[src/rtl/servo_pwm_gen.sv]
// Hobby-servo PWM generator: converts an angle command into a 20 ms frame with a
// 0.5-2.5 ms pulse, slewing the applied angle toward the command once per frame.
module servo_pwm_gen #(
  parameter int PERIOD_CYCLES    = 1000000,
  parameter int MIN_PULSE_CYCLES = 25000,
  parameter int CYCLES_PER_DEG   = 556,
  parameter int MAX_ANGLE        = 180,
  parameter int SLEW_STEP        = 2,
  parameter int INIT_ANGLE       = 90
) (
  input  logic       clk,
  input  logic       nrst,
  input  logic       enable,
  input  logic [7:0] angle_in,
  output logic       pwm_out,
  output logic [7:0] cur_angle,
  output logic       frame_start,
  output logic       at_target
);

  localparam int CW = $clog2(PERIOD_CYCLES);
  localparam logic [CW-1:0] LAST_CNT   = CW'(PERIOD_CYCLES - 1);
  localparam logic [CW-1:0] MIN_PULSE  = CW'(MIN_PULSE_CYCLES);
  localparam logic [CW-1:0] PER_DEG    = CW'(CYCLES_PER_DEG);
  localparam logic [CW-1:0] INIT_PULSE = CW'(MIN_PULSE_CYCLES + INIT_ANGLE * CYCLES_PER_DEG);
  localparam logic [7:0]    MAX_ANG    = 8'(MAX_ANGLE);
  localparam logic [7:0]    STEP       = 8'(SLEW_STEP);
  localparam logic [7:0]    INIT_ANG   = 8'(INIT_ANGLE);

  logic [CW-1:0] cnt_q, cnt_d;
  logic [CW-1:0] pulse_q, pulse_d;
  logic [7:0]    cur_q, cur_d;
  logic [7:0]    tgt_q, tgt_d;
  logic          pwm_q, pwm_d;
  logic          fs_q, fs_d;
  logic          at_q, at_d;

  logic [7:0]    clampedAngle;
  logic [7:0]    angleDiff;
  logic [7:0]    stepSize;
  logic [7:0]    nextCur;
  logic          movingUp;
  logic [CW-1:0] cntInc;

  // Slew limiter: step toward the clamped command; a zero step size means jump directly.
  always_comb begin
    clampedAngle = (angle_in > MAX_ANG) ? MAX_ANG : angle_in;
    movingUp     = (clampedAngle >= cur_q);
    angleDiff    = movingUp ? (clampedAngle - cur_q) : (cur_q - clampedAngle);
    stepSize     = ((STEP == 8'd0) || (angleDiff < STEP)) ? angleDiff : STEP;
    nextCur      = movingUp ? (cur_q + stepSize) : (cur_q - stepSize);
    cntInc       = cnt_q + CW'(1);
  end

  // Command, angle and pulse width are only updated on the frame boundary edge.
  always_comb begin
    cnt_d   = cnt_q;
    pulse_d = pulse_q;
    cur_d   = cur_q;
    tgt_d   = tgt_q;
    pwm_d   = pwm_q;
    fs_d    = fs_q;
    at_d    = at_q;
    if (!enable) begin
      cnt_d = LAST_CNT;
      pwm_d = 1'b0;
      fs_d  = 1'b0;
    end else if (cnt_q == LAST_CNT) begin
      cnt_d   = '0;
      tgt_d   = clampedAngle;
      cur_d   = nextCur;
      pulse_d = MIN_PULSE + CW'(nextCur) * PER_DEG;
      fs_d    = 1'b1;
      pwm_d   = 1'b1;
      at_d    = (nextCur == clampedAngle);
    end else begin
      cnt_d = cntInc;
      fs_d  = 1'b0;
      pwm_d = (cntInc < pulse_q);
    end
  end

  always_ff @(posedge clk or negedge nrst) begin
    if (!nrst) begin
      cnt_q   <= LAST_CNT;
      pulse_q <= INIT_PULSE;
      cur_q   <= INIT_ANG;
      tgt_q   <= INIT_ANG;
      pwm_q   <= 1'b0;
      fs_q    <= 1'b0;
      at_q    <= 1'b1;
    end else begin
      cnt_q   <= cnt_d;
      pulse_q <= pulse_d;
      cur_q   <= cur_d;
      tgt_q   <= tgt_d;
      pwm_q   <= pwm_d;
      fs_q    <= fs_d;
      at_q    <= at_d;
    end
  end

  assign pwm_out     = pwm_q;
  assign cur_angle   = cur_q;
  assign frame_start = fs_q;
  assign at_target   = at_q;

endmodule

[config.mk]
export PLATFORM = sky130hd
export DESIGN_NAME = servo_pwm_gen
export DESIGN_NICKNAME = d
export VERILOG_FILES = /design/src/rtl/servo_pwm_gen.sv
export SDC_FILE = /design/constraint.sdc
export NUM_CORES = 1
export LEC_CHECK = 0
export CORE_AREA = 2 2 103 105
export CTS_BUF_LIST = sky130_fd_sc_hd__clkbuf_4 sky130_fd_sc_hd__clkbuf_8
export CTS_CLUSTER_SIZE = 25
export DETAILED_ROUTE_END_ITERATION = 8
export DIE_AREA = 0 0 105 107
export HOLD_SLACK_MARGIN = 0.12
export PLACE_DENSITY = 0.77
export SYNTH_ARGS = -nofsm -noshare
export SYNTH_HDL_FRONTEND = slang
export SYNTH_SLANG_ARGS = --single-unit
[constraint.sdc]
create_clock -name clk -period 9.75 [get_ports clk]
set_clock_uncertainty 0.05 [all_clocks]
set_input_delay 0.975 -clock clk [delete_from_list [all_inputs] [get_ports clk]]
set_output_delay 0.975 -clock clk [all_outputs]
set_load 0.02 [all_outputs]
* After elaboration in Yosys (flattened, before gate mapping)
Index checks and enable logic that the tools add are counted.
Storage, ports and cells: output and inout bits 11, logic and storage cells 30, register bits 51, input port bits 11
Cells by class: order comparisons 4, eq/ne operators 2, mux-type cells 10, add/subtract/negate cells 6, reduce and logical (&&, ||, !) cells 1, $mul 1
Operators by type and width (number):
- 20-bit two-way mux | 2
- 8-bit two-way mux | 4
- 8-bit subtractor | 3
- 20-bit by 1-bit adder with 20-bit output, second input constant | 1
- 20-bit equality test, second input constant | 1
- 20-bit less-than comparator | 1
- 15-bit by 18-bit adder with 19-bit output, first input constant | 1
- 8-bit by 8-bit multiplier with 16-bit output, second input constant | 1
- 8-bit adder | 1
- 8-bit equality test | 1
- 8-bit >= comparator | 1
- 8-bit > comparator, second input constant | 1
- 8-bit by 2-bit less-than comparator with 1-bit output, second input constant | 1
- 1-bit two-way mux | 4
- 2-bit AND reduction | 1

* Depth between registers and ports, before layout
Gate-level depths: netlist (run 1).
word-level depth 10, depth in mapped cells 38, mapped depth without buffers 38

* Least setup slack after synthesis (run 1)
Ideal clock, no wire load.
path type in2reg, from in angle_in[2], to reg pulse_q[16], path buffers 0, stages 38, setup time 72 ps, required time 9628 ps, setup slack 1059 ps, arrival 8569 ps, path through o211ai_1 -> a21o_1 -> nand2_1 -> inv_1 -> ha_1 -> inv_1 -> fa_1 -> a211oi_1 -> nor2_1 -> xor2_1 -> a2111oi_4 -> nand3_1 -> o21ai_0 -> nand2b_1 -> ha_1 -> o21a_1 -> ha_1 -> a211oi_1 -> (+2 left out) -> a21oi_1 -> xnor2_1 -> xor2_2 -> inv_2 -> xnor2_1 -> ha_1 -> inv_1 -> fa_1 -> inv_1 -> ha_1 -> o21ai_0 -> or4b_2 -> o2111ai_1 -> nand2_1 -> o311ai_0 -> nand2_1 -> xnor3_1 -> o21ai_1
On the way: word-level cells in the longest chain between the ends 10, elaborated cells between the ends (all ways) 13, those cells by class add/sub: 5; mul: 1; order compare: 3; mux: 4
RTL lines:
- start, declared | RTL line 14 | input logic [7:0] angle_in,
- 8-bit > comparator | RTL line 47 | clampedAngle = (angle_in > MAX_ANG) ? MAX_ANG : angle_in;
- 8-bit two-way mux * | RTL line 47
- 8-bit subtractor / 8-bit >= comparator (equally long branches) | RTL line 49, 48
- 8-bit two-way mux | RTL line 49 | angleDiff = movingUp ? (clampedAngle - cur_q) : (cur_q - clampedAngle);
- 8-bit by 2-bit less-than comparator with 1-bit output | RTL line 50 | stepSize = ((STEP == 8'd0) || (angleDiff < STEP)) ? angleDiff : STEP;
- 8-bit two-way mux | RTL line 50
- 8-bit subtractor / 8-bit adder (equally long branches) | RTL line 51 | nextCur = movingUp ? (cur_q + stepSize) : (cur_q - stepSize);
- 8-bit two-way mux * | RTL line 51
- via nextCur[7] | RTL line 41 | logic [7:0] nextCur;
- 8-bit by 8-bit multiplier with 16-bit output * | RTL line 72 | pulse_d = MIN_PULSE + CW'(nextCur) * PER_DEG;
- 15-bit by 18-bit adder with 19-bit output * | RTL line 72
- end signal, assigned | RTL line 94 | pulse_q <= pulse_d;
- end, declared | RTL line 31 | logic [CW-1:0] pulse_q, pulse_d;
The timed path passes the listed nets; every way through them passes the cells marked *. A chain may end at the register's enable or synchronous reset.

* Worst setup path in the final report (run 1)
from in angle_in[3], to reg pulse_q[17]
The elaborated chain is that of the path after synthesis.

==> flow_summary.yaml, run 1 <==
routing:
  wl_mm: 11.9
  route.detailed.drc: 0
  drt_pass1_iterations: 5
  wire_per_inst_um: 15.9
  top_layer_used: "met4"
  wl_met1_mm: 5.64
  viasPerCell: 5.58
  vias: 4189
  dr_wl_met3_um: 481
  postRouteAntennaNets: 0
  drt_iter0_markers: 236
  wl_met2_mm: 5.59
critical_path:
  cp_data_arrival_time_ps: 9410
  critPathMostFrequentCell: "ha_1"
  r2r_slack_ps: 1630
  worstSetupPathType: "primary input to register"
  end_kind: "register"
  critPathBufInv: 4
  crit_slowest_cell: "or4b_2"
  path_delay_family: "compound AO/OA/AOI/OAI gates"
  max_stage_delay_ps: 640
  crit_fanout: 7
  worstPathRequired_ps: 9920
  setup.worst_path.start_class: "primary input"
timing:
  period_needed_ps: 9240
  finalHoldViolCount: 0
  slew_violations: 0
  fin_crit_sh_pct: 94.8
  final.setup.tns_ps: 0
  fin_ws_ps: 511
  fmax_mhz: 108
  hold_ws_ps: 428
  slew_headroom_pct: 32.4
  finalSetupViolations: 0
  tightest_slew_ps: 1010
hold_path:
  hold_path_class: "register to register"
placed_design:
  dp.final_hpwl_mm: 9.16
  post-place-cells: 742
  place.gp.congestion: 0.925
  port_buffers: 21
  place_ws_ps: 24.3
clocking:
  clk_pin_slew_worst_paths_ps: 90
  h-tree-depth: 2
  clock-sinks: 47
  cts_buffers: 5
  cts_buffer_depth: 2
  clk_latency_ps: 300
  ctsHoldBuffers: 0
  clockRootBuffer: "clkbuf_8"
  cts_tree: "yes"
flow_run:
  cap_violations: 0
floorplan:
  die_w_um: 105
  pin_count: 22
  num_rows: 37
  coreArea_um2: 10100
  die_h_um: 107
  initial_core_util_pct: 49.5
  dieArea_um2: 11200
grt:
  grt_max_degree: 48
  antenna_found_initial: 0
  grt_pass1_vias: 4307
  overflow: 0
  grt_use_total_pct: 22.3
  grt_pass1_wl_mm: 20.7
logic_synthesis:
  ys.warnings.count: 0
  syn_avg_cell_area_um2: 8.61
  synthFlopType: "dfrtp_1"
  netlist_area_um2: 4990
  synthArstFlopShare_pct: 100
  ys_ff_latch: 47
  syn-num-nets: 676
  netlist_instances: 580
  synth_seq_area_share_pct: 24.1
  synth_cell_types: 62
  synth_edf_count: 0
final_layout:
  layout-drive-gt1-share_pct: 10.9
  diodes: 0
  stdcell_count: 751
  nets: 710
  area_delta_synth_final_pct: 12.3
status:
  status: "finished, final reports clean"
## synth_stat cells (all sizes together), types with 2 or more instances
cell type	instances	area [um2]
a211o	2	17.5
nand2b	5	31.3
xnor2	38	333
o21ai	32	160
or4b	2	20.0
nand4	6	37.5
o21bai	3	22.5
o21a	7	52.6
nor2	27	101
clkbuf	8	30.0
dfrtp	25	626
a21o	20	150
a211oi	5	42.5
fa	9	180
o311ai	2	17.5
a41oi	2	36.3
inv	69	259
and3	8	50.1
and3b	3	26.3
a2111oi	3	46.3
or4	4	30.0
a31oi	5	31.3
nor2b	10	62.6
xor2	19	174
o2111ai	3	26.3
a21oi	30	150
nor3	5	25.0
ha	76	951
and2	4	25.0
nor3b	4	30.0
or2	3	18.8
or3	4	25.0
dfstp	22	578
buf	6	32.5
o31ai	3	22.5
a21boi	3	22.5
nand2	61	229
nor4	5	31.3
nand3	16	80.1
xnor3	2	45.0
o211ai	8	60.1
## path summary, 6_finish.rpt
check                              from           to  cells past startpoint
hold / removal              pulse_q[16]  pulse_q[16]                      2
max in group asynchronous          nrst  pulse_q[15]                      1
setup / recovery            angle_in[3]  pulse_q[17]                     37
min in group asynchronous          nrst    cnt_q[11]                      1
setup reg to reg           cur_angle[6]  pulse_q[17]                     33
hold reg to reg             pulse_q[16]  pulse_q[16]                      2
## per-layer routing
metal / vias to the layer above / GRT usage [%]
met4: 0 / 5.33
met1: 1981 / 31.5
li1: 2079 / -
met5: - / 0
met2: 111 / 36.9
met3: 18 / 2.07
## cell type report
cell class	instances	area (um2)
inverters	70	263
multi-input cells	449	3500
clock inverters	2	35.0
repair buffers	41	355
well taps	136	170
flip-flops and latches	47	1200
clock buffers	6	82.6
fillers	946	4480
## layout by cell type, fill, tap and decap left out, types with 22 or more instances in the layout
| cell | synthesis | layout |
|---|---|---|
| a21oi_1 | 30 | 30 |
| dfrtp_1 | 25 | 25 |
| dfstp_2 | 22 | 22 |
| ha_1 | 76 | 76 |
| inv_1 | 68 | 68 |
| nand2_1 | 61 | 61 |
| nor2_1 | 27 | 27 |
| o21ai_0 | 29 | 28 |
| xnor2_1 | 38 | 38 |
## cell families (layout without fill, tap and decap cells)
family                     count (synthesis)  after routing  synth area share [%]
buffers and inverters                     84            119                  6.51
xor gates and xnor gates                  59             59                  11.0
adders and majority gates                 85             85                  22.6
and+or+nand+nor                          170            170                  17.0
muxes                                      1              1                 0.225
DFF                                       47             47                  24.1
AOI/OAI and AO/OA                        134            134                  18.4
## flip-flops by register name, indices dropped and copies added, names as in the netlist
register and count:
cur_angle 8, at_target 1, pwm_out 1, frame_start 1
cnt_q 20, pulse_q 16
## worst register-to-register path: cells and delay by family, from the launching register on
| kind | cells | cell delay [ps] |
|---|---|---|
| fa+ha+maj | 6 | 2240 |
| flops | 1 | 620 |
| compound gates | 12 | 2420 |
| xor+xnor | 3 | 550 |
| buf+inv | 4 | 270 |
| simple gates | 8 | 1880 |
## per-stage QoR
stage                     instance area (um2)  utilization [%]
after global placement                   5460             54.1
after detailed placement                 5460             54.1
after CTS                                5570             55.2
after floorplan                          4990                -
final                                    5610             55.6
after global routing                     5610             55.6
## what timing repair did
item | in CTS | in global routing
gates resized for setup | 0 | 7
endpoints found under the setup margin | 0 | 5
setup buffers | 0 | 1
Power of run 1 is not shown: default switching activity piles up to over one toggle a cycle in this logic, so the estimate is an artifact.
==> run 2, diff against run 1 <==
Settings changed: GPL_ROUTABILITY_DRIVEN from default to 0.
Clock period 9.75 ns to 11.9 ns, I/O delays scaled along.
==> run 2 against run 1 <==
Against the previous run: register-to-register slack better by 1700 ps; final cell count shrank 2.4%; critical path type unchanged; sequential cell count stayed put.
==> flow_summary.yaml, run 2 (synthesis results as in run 1) <==
routing:
  viasPerCell: 5.50
  wire_per_inst_um: 14.7
  postRouteAntennaNets: 0
  drt_iter0_markers: 221
  route.detailed.drc: 0
  wl_mm: 10.8
  vias: 4030
  drt_pass1_iterations: 5
floorplan:
  pin_count: 22
  die_h_um: 107
  coreArea_um2: 10100
  dieArea_um2: 11200
  num_rows: 37
  die_w_um: 105
  initial_core_util_pct: 49.5
clocking:
  cts_resized: 0
  clk_latency_ps: 290
  cts_tree: "yes"
  clock-sinks: 47
  clockRootBuffer: "clkbuf_8"
  post-cts-setup-buffers: 0
  ctsHoldBuffers: 0
  clk_pin_slew_worst_paths_ps: 90
  cts_buffer_depth: 2
  h-tree-depth: 2
  cts_buffers: 5
critical_path:
  cp_data_arrival_time_ps: 10270
  critPathMostFrequentCell: "ha_1"
  worstSetupPathType: "primary input to register"
  worstPathRequired_ps: 12080
  end_kind: "register"
  crit_fanout: 7
  crit_slowest_cell: "or4b_2"
  max_stage_delay_ps: 640
  setup.worst_path.start_class: "primary input"
final_layout:
  final_cell_mix: "76 x ha_1, 68 x inv_1, 61 x nand2_1, 38 x xnor2_1, 30 x a21oi_1"
  final_common_cell: "ha_1"
  diodes: 0
  utilization_pct: 53.7
  nets: 692
  layout-drive-gt1-share_pct: 7.87
  largest_reg_flops: 20
  area_delta_synth_final_pct: 8.49
  fillers: 965
  largest-register: "cnt_q"
timing:
  slew_headroom_pct: 32.2
  fmax_mhz: 99.1
  period_needed_ps: 10090
  finalSetupViolations: 0
  fin_crit_sh_pct: 84.8
  tightest_slew_ps: 1020
  finalHoldViolCount: 0
  slew_violations: 0
  rsz0062_at_grt: "no"
  final.setup.tns_ps: 0
grt:
  antenna_found_initial: 0
  grt_pass1_vias: 4059
  grt_use_total_pct: 20.5
  grt_pass1_wl_mm: 19.1
  grt_max_degree: 48
  overflow: 0
flow_run:
  cap_violations: 0
placed_design:
  dp.final_hpwl_mm: 8.64
  port_buffers: 21
hold_path:
  hold_path_class: "register to register"
status:
  status: "finished, final reports clean"
[run 2: layout make-up]
| cell class | instances | area, um2 | area share, % |
|---|---|---|---|
| multi-input cells | 449 | 3470 | 64.1 |
| flip-flops and latches | 47 | 1200 | 22.2 |
| inverters | 70 | 263 | 4.85 |
| repair buffers | 23 | 220 | 4.06 |
| well taps | 136 | 170 | 3.14 |
| clock buffers | 6 | 76.3 | 1.41 |
| clock inverters | 2 | 13.8 | 0.254 |
[run 2: worst paths after layout]
path | start | end | slack, ps | depth (start not counted)
min reg2reg | pulse_q[16] | pulse_q[16] | 430 | 2
min in group asynchronous | nrst | cnt_q[8] | 1020 | 1
max | angle_in[2] | pulse_q[16] | 1810 | 39
max reg2reg | cur_angle[4] | pulse_q[16] | 3280 | 32
max in group asynchronous | nrst | frame_start | 10150 | 1
min | pulse_q[16] | pulse_q[16] | 430 | 2
[run 2: metal layers]
metal / share of wire (%) / GRT usage [%] / wire length, um / up-vias
met3: 3.5 / 1.95 / 373 / 2
met1: 47 / 28.9 / 5110 / 1912
met2: 49 / 34.7 / 5260 / 68
met5: 0 / 0 / 0 / -
met4: 0.39 / 3.33 / 42 / 0
li1: - / - / - / 2048
[run 2: worst max-delay path: cells and delay by family]
family	cells	cell delay [ps]
fa+ha+maj	7	2300
compound gates	14	3640
simple gates	7	1360
xor+xnor	5	980
buf+inv	6	790
[run 2: metrics by stage]
stage	area (um2)	hold slack (ps)	setup slack [ps]	std cells
3_5_place_dp	5330	424	1630	725
5_1_grt	5420	445	1230	733
6_report	5420	434	1810	733
4_1_cts	5420	438	1890	733
3_3_place_gp	5330	404	1890	725
2_1_floorplan	4990	389	2990	580
Power of run 2 is left out for the same reason.
==> run 3, diff against run 2 <==
Clock period 11.9 ns to 9.7 ns, I/O delays scaled along.
==> run 3 against run 2 <==
Against the previous run: cell area up 3.3%; register-to-register slack worse by 1600 ps; sequential cell count unchanged; sequential share of layout area down 0.71 points.
==> flow_summary.yaml, run 3 (synthesis results as in run 1) <==
critical_path:
  end_kind: "register"
  cp_data_arrival_time_ps: 9320
  worstPathRequired_ps: 9870
  max_stage_delay_ps: 650
  r2r_slack_ps: 1660
  worstSetupPathType: "primary input to register"
  crit_fanout: 7
  crit_slowest_cell: "or4b_2"
  setup.worst_path.start_class: "primary input"
  critPathMostFrequentCell: "ha_1"
clocking:
  cts_buffers: 5
  cts_tree: "yes"
  clockRootBuffer: "clkbuf_8"
  clk_latency_ps: 310
  clock-sinks: 47
  clk_pin_slew_worst_paths_ps: 90
  h-tree-depth: 2
  cts_buffer_depth: 2
timing:
  tightest_slew_ps: 1020
  period_needed_ps: 9150
  slew_headroom_pct: 31.9
  slew_violations: 0
  finalSetupViolations: 0
  rsz0062_at_grt: "no"
  fmax_mhz: 109
  fin_crit_sh_pct: 94.3
  final.setup.tns_ps: 0
  finalHoldViolCount: 0
grt:
  grt_pass1_wl_mm: 19.3
  overflow: 0
  antenna_found_initial: 0
  grt_use_total_pct: 20.9
  grt_max_degree: 48
  grt_pass1_vias: 4116
floorplan:
  pin_count: 22
  num_rows: 37
  coreArea_um2: 10100
  die_h_um: 107
  die_w_um: 105
  dieArea_um2: 11200
  initial_core_util_pct: 49.5
final_layout:
  largest_reg_flops: 20
  final_cell_mix: "76 x ha_1, 68 x inv_1, 61 x nand2_1, 38 x xnor2_1, 30 x a21oi_1"
  largest-register: "cnt_q"
  final_common_cell: "ha_1"
  seq_area_um2: 1200
  diodes: 0
  multi_input_area_um2: 3500
  nets: 709
  layout-drive-gt1-share_pct: 11.2
  area_delta_synth_final_pct: 12.0
  fillers: 923
routing:
  wl_met2_mm: 5.33
  drt_pass1_iterations: 5
  drt_iter0_markers: 172
  vias: 4158
  viasPerCell: 5.54
  wl_mm: 11.3
  postRouteAntennaNets: 0
  dr_wl_met3_um: 499
  route.detailed.drc: 0
  wire_per_inst_um: 15.0
  top_layer_used: "met4"
  wl_met1_mm: 5.25
flow_run:
  cap_violations: 0
status:
  status: "finished, final reports clean"
placed_design:
  dp.final_hpwl_mm: 8.78
  port_buffers: 21
hold_path:
  hold_path_class: "register to register"
## run 3: changes by cell type in the layout (fill, tap and decap cells not counted), sizes merged
cell      change
clkinvlp      +1
buf          +17
bufinv        +1
clkinv        -2
inv           +1
clkbuf        -1
## run 3: worst max-delay path: cells and delay by family
family,cells,cell delay (ps)
compound gates,15,3020
xor+xnor,4,730
simple gates,7,1500
buf+inv,6,760
fa+ha+maj,7,2330
## run 3: path summary, 6_finish.rpt
check	to	start	depth (start not counted)
max	pulse_q[17]	angle_in[3]	39
min	pulse_q[16]	pulse_q[16]	2
max reg2reg	pulse_q[17]	cur_angle[1]	33
min reg2reg	pulse_q[16]	pulse_q[16]	2
max in group asynchronous	pulse_q[11]	nrst	1
min in group asynchronous	cnt_q[8]	nrst	1
## run 3: area by class of cell
cell class	count	area share, %
Inverter	70	4.69
Tap cell	136	3.04
Clock inverter	3	0.827
Sequential cell	47	21.5
Multi-Input combinational cell	449	62.5
Timing Repair Buffer	40	6.22
Clock buffer	5	1.23
## run 3: repair_timing
action                     CTS  global route
setup buffers                0             2
setup endpoints to repair    0             6
gates resized for setup      0             7
hold buffers                 0             0
## run 3: layer usage
layer | up-vias | GRT usage [%]
met5 | - | 0
met4 | 0 | 6.38
met3 | 15 | 2.49
met2 | 97 | 34.8
met1 | 1964 | 28.5
li1 | 2082 | -
## run 3: metrics by stage
step / std cells / setup WS [ps] / cell area (um2) / util [%] / hold slack [ps]
2_1_floorplan: 580 / 1010 / 4990 / - / 389
5_1_grt: 750 / 65.5 / 5600 / 55.5 / 442
4_1_cts: 748 / 155 / 5560 / 55.1 / 430
3_3_place_gp: 740 / 220 / 5440 / 53.9 / 404
3_5_place_dp: 740 / -141 / 5440 / 53.9 / 417
6_report: 750 / 552 / 5600 / 55.5 / 425
Power of run 3 is left out for the same reason.
